$ cat config.mk
export PLATFORM = sky130hd
export DESIGN_NAME = icache_direct
export DESIGN_NICKNAME = d
export VERILOG_FILES = /design/src/rtl/icache_direct_pkg.sv /design/src/rtl/icache_line_store.sv /design/src/rtl/icache_direct.sv
export SDC_FILE = /design/constraint.sdc
export NUM_CORES = 1
export LEC_CHECK = 0
export ABC_AREA = 1
export CAP_MARGIN = 20
export CORE_UTILIZATION = 50
export DETAILED_ROUTE_END_ITERATION = 10
export GPL_ROUTABILITY_DRIVEN = 0
export HOLD_SLACK_MARGIN = 0.12
export PLACE_DENSITY = 0.69
export SETUP_SLACK_MARGIN = 0.1
export SYNTH_ARGS = -nofsm -noshare
export SYNTH_HDL_FRONTEND = slang
export SYNTH_HIERARCHICAL = 1
export SYNTH_SLANG_ARGS = --single-unit
export TNS_END_PERCENT = 5
$ cat constraint.sdc
create_clock -name clk -period 7.75 [get_ports clk]
set_input_delay 1.55 -clock clk [delete_from_list [all_inputs] [get_ports clk]]
set_output_delay 1.55 -clock clk [all_outputs]
set_load 0.01 [all_outputs]
$ cat src/rtl/icache_direct_pkg.sv
// Shared widths, FSM encoding and address-field helpers for the direct-mapped I-cache.
package icache_direct_pkg;

  localparam int unsigned WORD_SIZE      = 16;
  localparam int unsigned OFFSET_BITS    = 2;
  localparam int unsigned INDEX_BITS     = 2;
  localparam int unsigned TAG_BITS       = WORD_SIZE - OFFSET_BITS - INDEX_BITS;
  localparam int unsigned WORDS_PER_LINE = 1 << OFFSET_BITS;
  localparam int unsigned NUM_LINES      = 1 << INDEX_BITS;
  localparam int unsigned LINE_BITS      = WORD_SIZE * WORDS_PER_LINE;
  localparam int unsigned CNT_BITS       = 16;

  // Controller states
  localparam logic [0:0] ST_COMPARE = 1'b0;
  localparam logic [0:0] ST_FILL    = 1'b1;

  function automatic logic [TAG_BITS-1:0] addr_tag(input logic [WORD_SIZE-1:0] addr);
    return addr[WORD_SIZE-1 -: TAG_BITS];
  endfunction

  function automatic logic [INDEX_BITS-1:0] addr_index(input logic [WORD_SIZE-1:0] addr);
    return addr[OFFSET_BITS +: INDEX_BITS];
  endfunction

  function automatic logic [OFFSET_BITS-1:0] addr_offset(input logic [WORD_SIZE-1:0] addr);
    return addr[OFFSET_BITS-1:0];
  endfunction

endpackage

$ cat src/rtl/icache_line_store.sv
// Valid/tag/data arrays: combinational word read, whole-line write, bulk valid clear.
module icache_line_store
  import icache_direct_pkg::*;
(
  input  logic                   clk,
  input  logic                   reset_n,
  input  logic                   clr_valid,
  input  logic [INDEX_BITS-1:0]  rd_index,
  input  logic [OFFSET_BITS-1:0] rd_offset,
  output logic                   rd_valid_c,
  output logic [TAG_BITS-1:0]    rd_tag_c,
  output logic [WORD_SIZE-1:0]   rd_word_c,
  input  logic                   wr_en,
  input  logic [INDEX_BITS-1:0]  wr_index,
  input  logic [TAG_BITS-1:0]    wr_tag,
  input  logic [LINE_BITS-1:0]   wr_line
);

  logic [NUM_LINES-1:0] valid_q;
  logic [TAG_BITS-1:0]  tag_q  [NUM_LINES];
  logic [WORD_SIZE-1:0] data_q [NUM_LINES][WORDS_PER_LINE];

  // Valid bits: a line install wins over a same-cycle bulk clear.
  always_ff @(posedge clk) begin
    if (reset_n) begin
      valid_q <= '0;
    end else begin
      if (clr_valid) valid_q <= '0;
      if (wr_en)     valid_q[wr_index] <= 1'b1;
    end
  end

  // Tag and data arrays are written only on a completed line fill.
  always_ff @(posedge clk) begin
    if (wr_en) begin
      tag_q[wr_index] <= wr_tag;
      for (int unsigned w = 0; w < WORDS_PER_LINE; w++) begin
        data_q[wr_index][OFFSET_BITS'(w)] <= wr_line[w*WORD_SIZE +: WORD_SIZE];
      end
    end
  end

  assign rd_valid_c = valid_q[rd_index];
  assign rd_tag_c   = tag_q[rd_index];
  assign rd_word_c  = data_q[rd_index][rd_offset];

endmodule

$ cat src/rtl/icache_direct.sv
// Direct-mapped read-only instruction cache with same-cycle hits and word-by-word line refill.
module icache_direct
  import icache_direct_pkg::*;
(
  input  logic                 clk,
  input  logic                 reset_n,
  input  logic                 cpu_read,
  input  logic [WORD_SIZE-1:0] cpu_addr,
  output logic [WORD_SIZE-1:0] cpu_data,
  output logic                 ready,
  input  logic                 inv_all,
  output logic                 mem_req,
  output logic [WORD_SIZE-1:0] mem_addr,
  input  logic                 mem_ack,
  input  logic [WORD_SIZE-1:0] mem_data,
  output logic [CNT_BITS-1:0]  hit_count,
  output logic [CNT_BITS-1:0]  miss_count
);

  localparam logic [OFFSET_BITS-1:0] LAST_WORD = OFFSET_BITS'(WORDS_PER_LINE - 1);

  logic [0:0]             state_q, state_d;
  logic [OFFSET_BITS-1:0] fill_cnt_q;
  logic [TAG_BITS-1:0]    miss_tag_q;
  logic [INDEX_BITS-1:0]  miss_index_q;
  logic [WORD_SIZE-1:0]   fill_buf_q [WORDS_PER_LINE-1];
  logic [CNT_BITS-1:0]    hit_count_q, miss_count_q;
  logic                   mem_req_q;
  logic [WORD_SIZE-1:0]   mem_addr_q;

  logic                   rd_valid_c;
  logic [TAG_BITS-1:0]    rd_tag_c;
  logic [WORD_SIZE-1:0]   rd_word_c;
  logic                   lookup_hit_c, miss_c, fill_ack_c, fill_done_c;
  logic [LINE_BITS-1:0]   wr_line_c;

  icache_line_store u_store (
    .clk        (clk),
    .reset_n    (reset_n),
    .clr_valid  (inv_all),
    .rd_index   (addr_index(cpu_addr)),
    .rd_offset  (addr_offset(cpu_addr)),
    .rd_valid_c (rd_valid_c),
    .rd_tag_c   (rd_tag_c),
    .rd_word_c  (rd_word_c),
    .wr_en      (fill_done_c),
    .wr_index   (miss_index_q),
    .wr_tag     (miss_tag_q),
    .wr_line    (wr_line_c)
  );

  // Last word bypasses the buffer so the line installs on the edge of the final ack.
  assign wr_line_c = {mem_data, fill_buf_q[2], fill_buf_q[1], fill_buf_q[0]};

  // Lookup, miss detection and next-state selection.
  always_comb begin
    state_d      = state_q;
    lookup_hit_c = 1'b0;
    miss_c       = 1'b0;
    fill_ack_c   = 1'b0;
    fill_done_c  = 1'b0;
    case (state_q)
      ST_COMPARE: begin
        lookup_hit_c = cpu_read & rd_valid_c & (rd_tag_c == addr_tag(cpu_addr)) & ~inv_all;
        miss_c       = cpu_read & ~lookup_hit_c;
        if (miss_c) state_d = ST_FILL;
      end
      ST_FILL: begin
        fill_ack_c  = mem_ack;
        fill_done_c = mem_ack & (fill_cnt_q == LAST_WORD);
        if (fill_done_c) state_d = ST_COMPARE;
      end
      default: state_d = ST_COMPARE;
    endcase
  end

  // State register.
  always_ff @(posedge clk) begin
    if (reset_n) state_q <= ST_COMPARE;
    else         state_q <= state_d;
  end

  // Miss capture, fill sequencing, memory request and event counters.
  always_ff @(posedge clk) begin
    if (reset_n) begin
      fill_cnt_q    <= '0;
      miss_tag_q    <= '0;
      miss_index_q  <= '0;
      hit_count_q   <= '0;
      miss_count_q  <= '0;
      mem_req_q     <= 1'b0;
      mem_addr_q    <= '0;
      for (int unsigned w = 0; w < WORDS_PER_LINE - 1; w++) fill_buf_q[w] <= '0;
    end else begin
      if (lookup_hit_c) hit_count_q <= hit_count_q + 16'd1;
      if (miss_c) begin
        miss_tag_q   <= addr_tag(cpu_addr);
        miss_index_q <= addr_index(cpu_addr);
        fill_cnt_q   <= '0;
        miss_count_q <= miss_count_q + 16'd1;
        mem_req_q    <= 1'b1;
        mem_addr_q   <= {addr_tag(cpu_addr), addr_index(cpu_addr), {OFFSET_BITS{1'b0}}};
      end
      if (fill_ack_c) begin
        fill_cnt_q <= fill_cnt_q + 2'd1;
        case (fill_cnt_q)
          2'd0:    fill_buf_q[0] <= mem_data;
          2'd1:    fill_buf_q[1] <= mem_data;
          2'd2:    fill_buf_q[2] <= mem_data;
          default: ;
        endcase
        if (fill_done_c) begin
          mem_req_q  <= 1'b0;
          mem_addr_q <= '0;
        end else begin
          mem_addr_q <= {miss_tag_q, miss_index_q, fill_cnt_q + 2'd1};
        end
      end
    end
  end

  assign ready      = lookup_hit_c;
  assign cpu_data   = lookup_hit_c ? rd_word_c : '0;
  assign mem_req    = mem_req_q;
  assign mem_addr   = mem_addr_q;
  assign hit_count  = hit_count_q;
  assign miss_count = miss_count_q;

endmodule

# After elaboration in Yosys (flattened, before gate mapping)
# Memory sizes are Yosys's and may differ from the RTL's.
# Index checks and enable logic that the tools add are counted.
# classes
reduce_logical	3
shifts	0
n_addsub	3
eq_ne	4
bitwise_logic	13
div_mod_pow	0
multipliers	0
magnitude_cmp	4
muxes	45
# op_table
operator	count
$mux W16	9
$add A16 B1 Y16 const B	2
$bmux W16 S2	1
$mux W1	27
$eq A12 B12 Y1	1
$mux W4	3
$lt A2 B3 Y1 const B	2
$and A1 B1 Y1	5
$eq A2 B2 Y1 const B	2
$mux W2	2
$or A4 B4 Y4	1
$ge A3 B3 Y1 const B	1
$not A1 Y1	3
$not A2 Y3	1
$or A1 B1 Y1	3
$add A2 B1 Y2 const B	1
$bmux W1 S2	1
$demux W1 S2	1
$eq A2 B1 Y1 const B	1
$ge A2 B1 Y1 const B	1
$logic_not A2 Y1	1
$pmux W1 S2	1
$reduce_bool A2 Y1	1
$logic_and A1 B1 Y1	1
# word_totals
rom_bits	0
word_cells	84
latchBits	0
n_memories	3
output_inout_bits	66
regBits	70
ramBits	352
# memory_table
name	depth	width	rd	rd_ports_with_merged_regs	wr	line	text
u_store.data_q	4	64	1	0	1	icache_line_store.sv:21	logic [WORD_SIZE-1:0] data_q [NUM_LINES][WORDS_PER_LINE];
fill_buf_q	3	16	3	0	3	icache_direct.sv:26	logic [WORD_SIZE-1:0] fill_buf_q [WORDS_PER_LINE-1];
u_store.tag_q	4	12	1	0	1	icache_line_store.sv:20	logic [TAG_BITS-1:0] tag_q [NUM_LINES];

# Longest topological paths before layout
# depth
depth_word	11
mapped_depth	18
depth_no_buf	15

# By module
# The synthesis kept the hierarchy.
# modules_own_cells
module	n_inst	cells_per_inst	seq_area_each_um2	area_each_um2
icache_line_store	1	1176	9208.8	12848.6
icache_direct	1	648	2762.6	5215.0

# Worst setup path after synthesis
# OpenSTA, ideal clock, no wires.
# synth_timing
path_kind	input port to output port
start	input cpu_addr[3]
end	output cpu_data[10]
path_buffers	4
slack_ns	2.844
arrival_time_ns	3.356
stages	17
cell_sequence	buf_2 -> inv_2 -> buf_4 -> clkbuf_1 -> o21ai_0 -> o22ai_1 -> inv_1 -> nand2_1 -> nand2_1 -> nor2_1 -> nand2_1 -> nor2_1 -> nand2_1 -> nor2_4 -> inv_2 -> buf_2 -> nor2_1
# synth_via
word_cells_on_any_way	13
classes_between	eq/ne: 1; mux: 7; bitwise: 3; memory: 2
# synth_rtl
item	line	text
from (decl)	icache_direct.sv:8	input logic [WORD_SIZE-1:0] cpu_addr,
$mem_v2 Z4 W12	n/a	
via rd_tag_c[6]	icache_direct.sv:32	logic [TAG_BITS-1:0] rd_tag_c;
$eq A12 B12 Y1	icache_direct.sv:64	lookup_hit_c = cpu_read & rd_valid_c & (rd_tag_c == addr_tag(cpu_addr)) & ~inv_all;
$and A1 B1 Y1 (2 in series)	icache_direct.sv:64	
$mux W1	icache_direct.sv:62	case (state_q)
$mux W16	icache_direct.sv:123	assign cpu_data = lookup_hit_c ? rd_word_c : '0;
to (decl)	icache_direct.sv:9	output logic [WORD_SIZE-1:0] cpu_data,
# The timed path passes the listed nets, and every way through them passes these cells. The select of a mux whose other input is x is not followed.

# Worst setup path after layout
# layout_timing
start	input cpu_addr[3]
end	output cpu_data[0]
# The elaborated chain is that of the path after synthesis.

==> impl_results.md <==
- Hold_buf cts: 0
- Die W: 192 um
- Ys async rst share: 0%
- Clk sinks: 422
- Diode count: 0
- Setup tns final: 0 ns
- Die area: 36900 um^2
- Met2 global-route usage: 38.4%
- Synth unique cells: 27
- Core ar.: 35600 um^2
- CP arrival: 4.93 ns
- Num rows: 69
- Fillers: 2980
- Maximum VDD drop: 0.161 mV
- Average wire per standard cell: 17.0 um
- Final #Nets: 1947
- Synth Area per Inst: 9.90 um^2
- Post-synthesis sequential area ratio: 66.3%
- Final WL: 40800 um
- Post-route DRC: 0
- Leak: 8.41 nW
- Fin worst setup slack: 1.27 ns
- Post-Layout Cell Count: 2392
- Slew HR: 32.5%
- Initial DRC Count: 1080
- Max Cap Violations: 0
- Initial core utilization: 50.8%
- Place WS: 1.34 ns
- Setup violators final: 0
- First-pass GRT wire length: 64000 um
- Area delta synth->final: 14.6%
- Max-slew violations: 0
- CTS tree: yes
- Ys flop type: edfxtp_1
- RSZ-0062 raised after global routing: false
- DPL Wire Length: 23200 um
- Clk slew on worst S/H paths: 0.06 ns
- Largest net degree at the start of global routing: 90
- I/O pin cnt: 103
- Vias in the first global route: 12000
- Gr usage total: 22.6%
- Vias: 12500
- Most Crowded Layer GR: met2
- Commonest cells after routing, fill and taps aside: nand2_1 (461), edfxtp_1 (352), inv_1 (288), nand3_1 (268), nor2_1 (130)
- Ys Warns: 6
- Placed insts: 2320
- Post-CTS Resized: 0
- Met1 Usage GRT: 30.2%
- Design Area, Final: 20700 um^2
- Synth Instances: 1824
- Worst EP required: 6.20 ns
- Status: finished, final reports clean
- Worst slew pin tran: 1.01 ns
- Vias per cell: 5.22
- Min Hold Slack: 0.464 ns
- Post-Syn Nets: 1867
- Met3 Usage GRT: 3.20%
- Placed inst area: 19400 um^2
- Post-CTS Setup Inserts: 0
- CP startpoint kind: input port
- Most common cell after layout, fill and taps aside: nand2_1
- Power per Cell Area: 230 nW/um^2
- Hold Fails Final Rpt: 0
- Synth Cell Area: 18100 um^2
- Crit Path Category: input port to output pin
- DIE HEIGHT: 192 um
- Setup crit end kind: output pin
- CTS Buf Count: 43
- Worst Path Max Fanout: 78
- Htree depth: 2
- Worst reg2reg path depth: 5
- Period utilisation layout: 83.6%
- Root Buffer: clkbuf_16
- Min-Delay Path Class: flip-flop to flip-flop
- PortBufs: 102
- DR pass1 iterations: 8
- Minimum clock period after layout: 6.48 ns
- Grt ovf: 0
- Initial antenna violation count: 0
- Fmax: 154 MHz
- Hold depth: 2
- Antenna violation net count after detailed routing: 0
- Clock skew: 0.0202 ns
- Number of synthesized flops with an enable pin: 352
- Worst-skew pair later-pin latency: 0.54 ns
- Proportion of layout cells with a drive suffix above 1: 5.08%
- Clock buffer depth: 3
- Yosys reg bits: 422
==> critical path, cell delays in order <==
cell	delay, ns
buf_2	0.10
buf_4	0.78
o21ai_0	0.29
o22ai_1	0.29
inv_1	0.06
nand2_1	0.06
nand2_1	0.07
nor2_1	0.10
nand2_1	0.06
nor2_1	0.09
nand2_1	0.13
nor2_4	0.30
inv_2	0.27
nor2_1	0.19
clkdlybuf4s50_1	0.56
==> path summary, 6_finish.rpt <==
kind	from	to	slack, ns
max	cpu_addr[3]	cpu_data[0]	1.27
min reg2reg	u_store/valid_q[1]	u_store/valid_q[1]	0.46
min	u_store/valid_q[1]	u_store/valid_q[1]	0.46
max reg2reg	state_q	u_store/data_q[3][14]	4.50
==> stage by stage <==
step                      utilization, %  total power, W
after detailed placement            54.4         0.00282
final                               58.2         0.00475
after global placement              54.4         0.00281
after global routing                58.2         0.00490
after CTS                           58.2         0.00478
after floorplan                        -         0.00271
==> power breakdown <==
part / internal, W / total [W] / switching (W)
clock: 0.00116 / 0.00198 / 0.000824
combinational: 0.0000860 / 0.000263 / 0.000177
sequential: 0.00248 / 0.00251 / 0.0000253
total: 0.00373 / 0.00475 / 0.00103
==> Yosys cell counts (11+ instances only) <==
master	instances	area, um^2
nand2_1	461	1730
o21ai_0	32	160
o22ai_1	13	81.3
nor3_1	11	55.1
a21oi_1	55	275
nand3_1	268	1340
dfxtp_1	70	1400
buf_2	32	160
and2_1	12	75.1
inv_1	292	1100
clkbuf_1	30	113
edfxtp_1	352	10600
nor2_1	130	488
==> kinds of logic (layout without fill, tap and decap cells) <==
group	Yosys count	in the layout	share of synthesized area, %
flip-flops	422	422	66.3
adder cells (fa/ha/maj)	6	6	0.416
XOR/XNOR	11	11	0.533
AND/OR/NAND/NOR	900	900	21.2
AO/OA/AOI/OAI	105	105	3.03
buffers and inverters	380	487	8.53
==> registers in the layout, indices dropped and copies added, names as in the netlist <==
name / flops
state_q: 1
mem_addr: 16
u_store/valid_q: 4
fill_buf_q: 48
u_store/tag_q: 48
miss_tag_q: 12
miss_count: 16
fill_cnt_q: 2
miss_index_q: 2
mem_req: 1
u_store/data_q: 256
hit_count: 16
==> layer usage <==
layer	vias up	wire [um]
met1	5973	17300
met3	64	2260
met5	-	0
li1	6091	-
met2	364	20400
met4	0	765
==> cell type report <==
type                       instances  area (um^2)  area share (%)
clock buffer                      49         1110            5.36
clock inverter                    23          236            1.14
inverter                         296         1120            5.40
multi-input combinational       1022         4550            22.0
sequential                       422        12000            57.8
tap                              461          577            2.79
timing repair buffer             119         1140            5.49
Note: power is estimated with default switching activity, not from simulation.
==> edit, RTL diff (same flow settings) <==
Change the package constant `CNT_BITS` from 16 to 32.
--- a/src/rtl/icache_direct_pkg.sv
+++ b/src/rtl/icache_direct_pkg.sv
@@ -9,5 +9,5 @@
   localparam int unsigned NUM_LINES      = 1 << INDEX_BITS;
   localparam int unsigned LINE_BITS      = WORD_SIZE * WORDS_PER_LINE;
-  localparam int unsigned CNT_BITS       = 16;
+  localparam int unsigned CNT_BITS       = 32;
 
   // Controller states
Interface: changed (resized hit_count and miss_count); port bits go from 103 to 135. The function was not compared with the original's and may differ.
==> edit against the unedited design <==
Setup slack improved by 99 ps; synthesized area rose by 12%; sequential cell count rose by 32; design area rose by 14%; synthesized cell count rose by 21%; routed wire length rose by 14%; power rose by 9.6%; via count rose by 19%; largest cell class unchanged; largest power group unchanged.
==> edit: results (changes against the unedited design) <==
| Metric | Value |
|---|---|
| Status | finished clean |
| Starting DRT DRC Count | 1123 (+4.0%) |
| GR Util All Layers | 22.7% (+0.17 points) |
| Synth cell count leaders | 604 x nand2_1, 352 x edfxtp_1, 329 x inv_1, 299 x nand3_1, 183 x nor2_1 |
| GR Util met1 | 31.4% (+1.2 points) |
| Top post-synthesis cells by area | edfxtp_1 52%, nand2_1 11%, dfxtp_1 10%, nand3_1 7.4%, inv_1 6.1% |
| WL/cell | 16.2 um (-4.7%) |
| Slew headroom | 24.2% (-8.3 points) |
| Sequential element share of the synthesized area | 62.2% (-4.1 points) |
| Fillers | 3306 (+11%) |
| Vias in the first global route | 14213 (+19%) |
| Fin Clk Skew | 10.8 ps (-9.39 ps) |
| Placed Cells | 2781 (+20%) |
| Synth Net Count | 2244 (+20%) |
| Initial DRT Pass Iterations | 5 (-3) |
| Vias per std cell | 5.19 (-0.69%) |
| Largest net degree at the start of global routing | 75 (-17%) |
| Detail Placement HPWL | 27.7 mm (+19%) |
| Critical Path Fanout Max | 32 (-59%) |
| Initial antenna violation count | 2 (+2) |
| M2 GR Usage | 37.0% (-1.4 points) |
| Post-DP Area | 21900 um^2 (+13%) |
| Critical Path AT | 4830 ps (-100 ps) |
| Maximum VDD drop | 0.000143 V (-11%) |
| Via count | 14869 (+19%) |
## edit: kinds of logic (layout without fill, tap and decap cells)
kind of cell / after synthesis / in the layout / share of synthesized area [%]
compound gates: 129 / 129 / 3.36
xor+xnor: 15 / 15 / 0.648
fa+ha+maj: 6 / 6 / 0.370
buf+inv: 432 / 572 / 8.65
flops: 454 / 454 / 62.2
other cells: 0 / 1 / 0
simple gates: 1165 / 1165 / 24.8
## edit: tightest hold or removal path, delay by kind of cell, from the launching register on
kind               cells  cell delay (ps)
DFF                    1              310
and+or+nand+nor        1               60
AOI/OAI and AO/OA      1               50
## edit: worst paths after layout
kind                                 start                              end  slack, ps  cells after the start
min          u_store/valid_q[2]$_SDFF_PP0_    u_store/valid_q[2]$_SDFF_PP0_        480                      2
max                            cpu_addr[3]                     cpu_data[10]       1370                     17
min reg2reg  u_store/valid_q[2]$_SDFF_PP0_    u_store/valid_q[2]$_SDFF_PP0_        480                      2
max reg2reg             state_q$_SDFF_PP0_  u_store/data_q[2][42]$_DFFE_PP_       4330                      5
## edit: report_power, final
group	internal, mW	switching [mW]	total [mW]
clock network	1.36	0.904	2.26
registers	2.65	0.0253	2.67
logic	0.0903	0.184	0.274
total	4.10	1.11	5.21
## edit: layer usage
metal  part of all wire, %  wire (um)
met5                 0.028         13
met4                   2.0        925
met3                   7.0       3240
met2                    47      22000
met1                    44      20400
## edit: cell type report
cell class	count	area, um^2	area share [%]
clock buffer	57	1260	5.37
inverter	334	1260	5.36
clock inverter	26	298	1.27
multi-input combinational	1315	5920	25.2
tap	525	657	2.79
sequential	454	12600	53.6
antenna	1	2.50	0.0106
timing repair buffer	155	1520	6.45
## edit: metrics by stage
| step | total power, mW | hold slack [ps] |
|---|---|---|
| after floorplan | 2.89 | 434 |
| after global placement | 2.99 | 463 |
| after detailed placement | 2.99 | 468 |
| after CTS | 5.25 | 477 |
| after global routing | 5.38 | 498 |
| final | 5.21 | 476 |
